==> src/rtl/vram_if.sv <==
// Bus bundle between the tile renderer, CPU, video RAM and the
// VRAM responder.
interface vram_if;
  logic [15:0] tile_RAM_addr;
  logic [15:0] palette_RAM_addr;
  logic [7:0]  tile_ROM_addr;
  logic [5:0]  palette_ROM_addr;
  logic        fetch_done;
  logic        cpu_req;
  logic        cpu_we;
  logic [15:0] cpu_addr;
  logic [7:0]  cpu_wdata;
  logic        cpu_ack;
  logic [7:0]  cpu_rdata;
  logic        ram_en;
  logic        ram_we;
  logic [10:0] ram_addr;
  logic [7:0]  ram_wdata;
  logic [7:0]  ram_rdata;

  modport slave (
    input  tile_RAM_addr,
    input  palette_RAM_addr,
    output tile_ROM_addr,
    output palette_ROM_addr,
    output fetch_done,
    input  cpu_req,
    input  cpu_we,
    input  cpu_addr,
    input  cpu_wdata,
    output cpu_ack,
    output cpu_rdata,
    output ram_en,
    output ram_we,
    output ram_addr,
    output ram_wdata,
    input  ram_rdata
  );

  modport master (
    output tile_RAM_addr,
    output palette_RAM_addr,
    input  tile_ROM_addr,
    input  palette_ROM_addr,
    input  fetch_done,
    output cpu_req,
    output cpu_we,
    output cpu_addr,
    output cpu_wdata,
    input  cpu_ack,
    input  cpu_rdata,
    input  ram_en,
    input  ram_we,
    input  ram_addr,
    input  ram_wdata,
    output ram_rdata
  );
endinterface

==> src/rtl/vram_responder.sv <==
// Video RAM responder: 4-slot schedule sharing one RAM port between
// tile fetch (slot 0), palette fetch (slot 1) and one CPU access (slot 2).
module vram_responder (
  input logic  clk,
  input logic  rst,
  vram_if.slave bus
);

  typedef enum logic [1:0] {PH0, PH1, PH2, PH3} phase_t;

  phase_t      phase;
  logic        tile_hit_q;
  logic [15:0] pal_addr_q;
  logic [7:0]  tile_stage;
  logic [7:0]  tile_out;
  logic [5:0]  pal_out;
  logic        fetch_q;
  logic        ack_q;
  logic        cpu_rd_q;
  logic [7:0]  rdata_hold;
  logic [7:0]  cpu_rdata_c;

  logic tile_hit;
  logic pal_hit;
  logic cpu_hit;
  logic accept;

  assign tile_hit = (bus.tile_RAM_addr[15:10] == 6'h10);
  assign pal_hit  = (pal_addr_q[15:10] == 6'h11);
  assign cpu_hit  = (bus.cpu_addr[15:11] == 5'h08);
  assign accept   = rst && (phase == PH2) && bus.cpu_req;

  // RAM port is steered combinationally so reset can veto a slot-2 write.
  always_comb begin
    bus.ram_en    = 1'b0;
    bus.ram_we    = 1'b0;
    bus.ram_addr  = 11'd0;
    bus.ram_wdata = 8'd0;
    if (rst) begin
      unique case (phase)
        PH0: if (tile_hit) begin
          bus.ram_en   = 1'b1;
          bus.ram_addr = bus.tile_RAM_addr[10:0];
        end
        PH1: if (pal_hit) begin
          bus.ram_en   = 1'b1;
          bus.ram_addr = pal_addr_q[10:0];
        end
        PH2: if (accept && cpu_hit) begin
          bus.ram_en    = 1'b1;
          bus.ram_we    = bus.cpu_we;
          bus.ram_addr  = bus.cpu_addr[10:0];
          bus.ram_wdata = bus.cpu_wdata;
        end
        PH3: ;
      endcase
    end
  end

  // Read data arrives in the ack cycle; it is then held until the next ack.
  always_comb begin
    cpu_rdata_c = rdata_hold;
    if (ack_q)
      cpu_rdata_c = cpu_rd_q ? bus.ram_rdata : 8'd0;
  end

  always_ff @(posedge clk) begin
    if (!rst) begin
      phase      <= PH0;
      tile_hit_q <= 1'b0;
      pal_addr_q <= 16'd0;
      tile_stage <= 8'd0;
      tile_out   <= 8'd0;
      pal_out    <= 6'd0;
      fetch_q    <= 1'b0;
      ack_q      <= 1'b0;
      cpu_rd_q   <= 1'b0;
      rdata_hold <= 8'd0;
    end else begin
      phase    <= phase_t'(phase + 2'd1);
      fetch_q  <= (phase == PH2);
      ack_q    <= accept;
      cpu_rd_q <= accept && cpu_hit && !bus.cpu_we;
      if (ack_q)
        rdata_hold <= cpu_rdata_c;
      unique case (phase)
        PH0: begin
          tile_hit_q <= tile_hit;
          pal_addr_q <= bus.palette_RAM_addr;
        end
        PH1: tile_stage <= tile_hit_q ? bus.ram_rdata : 8'd0;
        PH2: begin
          tile_out <= tile_stage;
          pal_out  <= pal_hit ? bus.ram_rdata[5:0] : 6'd0;
        end
        PH3: ;
      endcase
    end
  end

  assign bus.tile_ROM_addr    = tile_out;
  assign bus.palette_ROM_addr = pal_out;
  assign bus.fetch_done       = fetch_q;
  assign bus.cpu_ack          = ack_q;
  assign bus.cpu_rdata        = cpu_rdata_c;

endmodule
==> src/flat_wrapper.sv <==
// flat-port wrapper written by rule: the top's interface ports become plain ports
module vram_responder_flat 
  (clk, rst, bus_tile_RAM_addr, bus_palette_RAM_addr, bus_tile_ROM_addr, bus_palette_ROM_addr, bus_fetch_done, bus_cpu_req, bus_cpu_we, bus_cpu_addr, bus_cpu_wdata, bus_cpu_ack, bus_cpu_rdata, bus_ram_en, bus_ram_we, bus_ram_addr, bus_ram_wdata, bus_ram_rdata);
  vram_if bus_i ();
  input logic clk;
  input logic rst;
  input wire logic [$bits(bus_i.tile_RAM_addr)-1:0] bus_tile_RAM_addr;
  input wire logic [$bits(bus_i.palette_RAM_addr)-1:0] bus_palette_RAM_addr;
  output wire logic [$bits(bus_i.tile_ROM_addr)-1:0] bus_tile_ROM_addr;
  output wire logic [$bits(bus_i.palette_ROM_addr)-1:0] bus_palette_ROM_addr;
  output wire logic [$bits(bus_i.fetch_done)-1:0] bus_fetch_done;
  input wire logic [$bits(bus_i.cpu_req)-1:0] bus_cpu_req;
  input wire logic [$bits(bus_i.cpu_we)-1:0] bus_cpu_we;
  input wire logic [$bits(bus_i.cpu_addr)-1:0] bus_cpu_addr;
  input wire logic [$bits(bus_i.cpu_wdata)-1:0] bus_cpu_wdata;
  output wire logic [$bits(bus_i.cpu_ack)-1:0] bus_cpu_ack;
  output wire logic [$bits(bus_i.cpu_rdata)-1:0] bus_cpu_rdata;
  output wire logic [$bits(bus_i.ram_en)-1:0] bus_ram_en;
  output wire logic [$bits(bus_i.ram_we)-1:0] bus_ram_we;
  output wire logic [$bits(bus_i.ram_addr)-1:0] bus_ram_addr;
  output wire logic [$bits(bus_i.ram_wdata)-1:0] bus_ram_wdata;
  input wire logic [$bits(bus_i.ram_rdata)-1:0] bus_ram_rdata;
  assign bus_i.tile_RAM_addr = bus_tile_RAM_addr;
  assign bus_i.palette_RAM_addr = bus_palette_RAM_addr;
  assign bus_tile_ROM_addr = bus_i.tile_ROM_addr;
  assign bus_palette_ROM_addr = bus_i.palette_ROM_addr;
  assign bus_fetch_done = bus_i.fetch_done;
  assign bus_i.cpu_req = bus_cpu_req;
  assign bus_i.cpu_we = bus_cpu_we;
  assign bus_i.cpu_addr = bus_cpu_addr;
  assign bus_i.cpu_wdata = bus_cpu_wdata;
  assign bus_cpu_ack = bus_i.cpu_ack;
  assign bus_cpu_rdata = bus_i.cpu_rdata;
  assign bus_ram_en = bus_i.ram_en;
  assign bus_ram_we = bus_i.ram_we;
  assign bus_ram_addr = bus_i.ram_addr;
  assign bus_ram_wdata = bus_i.ram_wdata;
  assign bus_i.ram_rdata = bus_ram_rdata;
  vram_responder u_core (.clk(clk), .rst(rst), .bus(bus_i));
endmodule
==> config.mk <==
export PLATFORM = sky130hd
export DESIGN_NAME = vram_responder_flat
export DESIGN_NICKNAME = d
export VERILOG_FILES = /design/src/rtl/vram_if.sv /design/src/rtl/vram_responder.sv /design/src/flat_wrapper.sv
export SDC_FILE = /design/constraint.sdc
export NUM_CORES = 1
export LEC_CHECK = 0
export BUFFER_PORTS_ARGS = -buffer_cell sky130_fd_sc_hd__buf_2
export CAP_MARGIN = 40
export CORE_ASPECT_RATIO = 0.9
export CORE_MARGIN = 5
export CORE_UTILIZATION = 47
export CTS_CLUSTER_DIAMETER = 30
export CTS_CLUSTER_SIZE = 20
export DETAILED_ROUTE_END_ITERATION = 8
export PLACE_DENSITY = 0.8
export SLEW_MARGIN = 20
export SYNTH_ARGS = -nofsm -noshare
export SYNTH_HDL_FRONTEND = slang
export SYNTH_SLANG_ARGS = --single-unit
==> constraint.sdc <==
create_clock -name clk -period 2.1 [get_ports clk]
set_input_delay 0.42 -clock clk [delete_from_list [all_inputs] [get_ports clk]]
set_output_delay 0.42 -clock clk [all_outputs]
set_load 0.03 [all_outputs]
==> flow_metrics.env <==
export IMPL_multi_input_area_um2=1410
export IMPL_dr_total_vias=2357
export IMPL_crit_type="reg2out"
export IMPL_path_clk_slew_ns=0.10
export IMPL_grt_pass1_wl_mm=11.0
export IMPL_fin_util_pct=68.8
export IMPL_synth_seq_area_share_pct=41.9
export IMPL_p_total_mw=2.08
export IMPL_antenna_left=0
export IMPL_synth_edf_count=0
export IMPL_antenna_cells=0
export IMPL_worstPathMaxFanout=7
export IMPL_nets=464
export IMPL_wire_per_inst_um=15.0
export IMPL_fillers=443
export IMPL_route_detailed_drc=0
export IMPL_drv_slew=0
export IMPL_max_clock_freq_mhz=418
export IMPL_syn_to_final_growth_pct=43.9
export IMPL_layout_setup_ws_ns=-0.292
export IMPL_cts_made_buffers=5
export IMPL_hold_class="in2reg"
export IMPL_syn_area_per_cell_um2=9.16
export IMPL_syn_inst=271
export IMPL_startpoint_type="flop"
export IMPL_syn_area_um2=2480
export IMPL_die_h_um=79.0
export IMPL_synth_area_leaders="dfxtp_1, mux2i_1, nor2b_1, and2_1, a221o_1"
export IMPL_yosysWarningCount=0
export IMPL_die_area_um2=6840
export IMPL_stdcell_count=460
export IMPL_synth_top_area_share_pct=41.9
export IMPL_core_area_um2=5190
export IMPL_slew_headroom_pct=74.9
export IMPL_firstDrtPassIters=5
export IMPL_ios=113
export IMPL_ys_types=34
export IMPL_share_comb_of_total_power_pct=15.8
export IMPL_insertion_delay_ns=0.30
export IMPL_worst_pin_slew_ns=0.371
export IMPL_place_area_um2=3150
export IMPL_synth_most_common_cell="dfxtp_1"
export IMPL_fin_area_um2=3570
export IMPL_hpwl_mm=4.75
export IMPL_track_usage_pct=20.1
export IMPL_maxCapViolCount=0
export IMPL_grt_max_degree=51
export IMPL_fin_skew_ns=0.00598
export IMPL_place_inst=446
export IMPL_cts_max_level=2
export IMPL_critical_path_required_ns=1.68
export IMPL_holdBufCountCts=0
export IMPL_finalCriticalPeriod_ns=2.39
export IMPL_finalCritPeriodShare_pct=114
export IMPL_die_width_um=86.6
export IMPL_rsz0062_at_grt="true"
export IMPL_status="complete, but fails checks"
export IMPL_overflow=0
export IMPL_p_int_mw=1.53
export IMPL_arrival_ns=1.97
export IMPL_yosys_top_cells_count="dfxtp_1, nor2b_1, and2_1, mux2i_1, inv_1"
export IMPL_irDropWorstVdd_v=0.000396
export IMPL_drt_total_wl_mm=6.91
export IMPL_whs_ns=0.298
export IMPL_seqPwrFrac_pct=50.0
export IMPL_synth_top_flop_cell="dfxtp_1"
export IMPL_power_density_nw_per_um2=581
export IMPL_drt_iter0_drc=111
export IMPL_p_sw_mw=0.544
export IMPL_viasPerCell=5.12
export IMPL_async_reset_ff_share_pct=0
export IMPL_synth_nets=343
export IMPL_cts_sinks=52
export IMPL_ys_ff_latch=52
export IMPL_start_util_pct=47.8
export IMPL_clock_root_buffer="clkbuf_8"
export IMPL_drive_above_1_share_pct=44.3
export IMPL_gp_congestion=0.757
export IMPL_violations="setup timing"
export IMPL_setup_viol=12
export IMPL_setup_tns_ns=-3.07
export IMPL_clock_path_buffers=2
export IMPL_clockPowerShare_pct=34.2
export IMPL_rows=25
export IMPL_switching_share_pct=26.2
export IMPL_grt_pass1_vias=2343
export IMPL_synth_top_cell_by_area="dfxtp_1"
export IMPL_seq_area_um2=1050
export IMPL_antenna_found_initial=0
export IMPL_cts_tree="yes"
export IMPL_endpoint_kind="output pin"
export IMPL_leakage_nw=1.62
export IMPL_place_ws_ns=-0.0709
export IMPL_hold_viol=0
export IMPL_numPortBuffers=112
[sequential cells by signal, summed over array words and instances, names as in the netlist]
register	cells
u_core.bus.fetch_done	1
u_core.bus.cpu_ack	1
u_core.pal_addr_q	16
u_core.phase	2
u_core.bus.palette_ROM_addr	6
u_core.rdata_hold	8
u_core.bus.tile_ROM_addr	8
u_core.cpu_rd_q	1
u_core.tile_hit_q	1
u_core.tile_stage	8
[cell usage in the layout (no fill, tap or decap), types with 2 or more instances in the layout]
cell / count
nand3_1: 9
nor2b_1: 33
nor2_1: 4
buf_2: 91
buf_6: 15
mux2i_1: 24
buf_4: 28
o21ai_0: 8
or3_1: 2
nor4_2: 4
ha_1: 3
a22oi_1: 8
and2_1: 16
o32ai_1: 6
and3_1: 2
a221o_1: 10
nor4_4: 5
and2_4: 9
dfxtp_1: 49
nand2_1: 17
inv_1: 20
nor4_1: 3
clkbuf_8: 5
dfxtp_2: 2
[layout make-up]
cell class | instances | area share (%)
multi-input combinational | 177 | 39.4
inverter | 22 | 2.38
sequential | 52 | 29.3
timing repair buffer | 134 | 23.3
clock buffer | 5 | 1.93
tap | 67 | 2.35
clock inverter | 3 | 1.30
[worst max-delay path: stages, from the launching register on]
cell and delay, ns:
dfxtp_2 0.33, or4b_4 0.55, buf_6 0.16, or3_1 0.32, a31oi_2 0.15, buf_6 0.15
[final timing paths]
check	from	endpoint	slack [ns]	cells past startpoint
setup reg to reg	u_core.pal_addr_q[11]$_SDFFE_PN0P_	u_core.bus.palette_ROM_addr[0]$_SDFFE_PN0N_	0.25	6
setup / recovery	u_core.pal_addr_q[11]$_SDFFE_PN0P_	bus_ram_en	-0.29	5
hold reg to reg	u_core.tile_hit_q$_SDFFE_PN0P_	u_core.tile_hit_q$_SDFFE_PN0P_	0.48	2
hold / removal	bus_cpu_we	u_core.cpu_rd_q$_SDFF_PN0_	0.30	2
[power groups by stage]
stage | Clock [mW] | Sequential [mW] | Combinational [mW]
floorplan | 0 | 1.06 | 0.169
global placement | 0 | 1.06 | 0.278
detailed placement | 0 | 1.06 | 0.283
CTS | 0.718 | 1.04 | 0.313
global route | 0.771 | 1.04 | 0.355
finish | 0.712 | 1.04 | 0.327
[per-layer routing]
| layer | wire length (um) | global-route usage, % | up-vias |
|---|---|---|---|
| met1 | 2920 | 24.6 | 1091 |
| met4 | 103 | 5.92 | 0 |
| met5 | 0 | 0 | - |
| met3 | 397 | 4.46 | 14 |
| li1 | - | - | 1168 |
| met2 | 3490 | 35.1 | 84 |
[cell families (layout without fill, tap and decap cells)]
family,count (synthesis),count (layout),synth area share (%)
and+or+nand+nor,114,114,27.9
DFF,52,52,41.9
buffers and inverters,42,164,7.35
AOI/OAI and AO/OA,35,35,11.1
muxes,24,24,9.67
adders and majority gates,4,4,2.02
[what timing repair did]
item                       in CTS  in global routing
resized for setup              47                 26
setup endpoints to repair      21                 22
pin swaps                       4                  3
setup buffers                   2                  2
cloned                          2                  0
No activity file was read; power rests on OpenSTA's default activity.
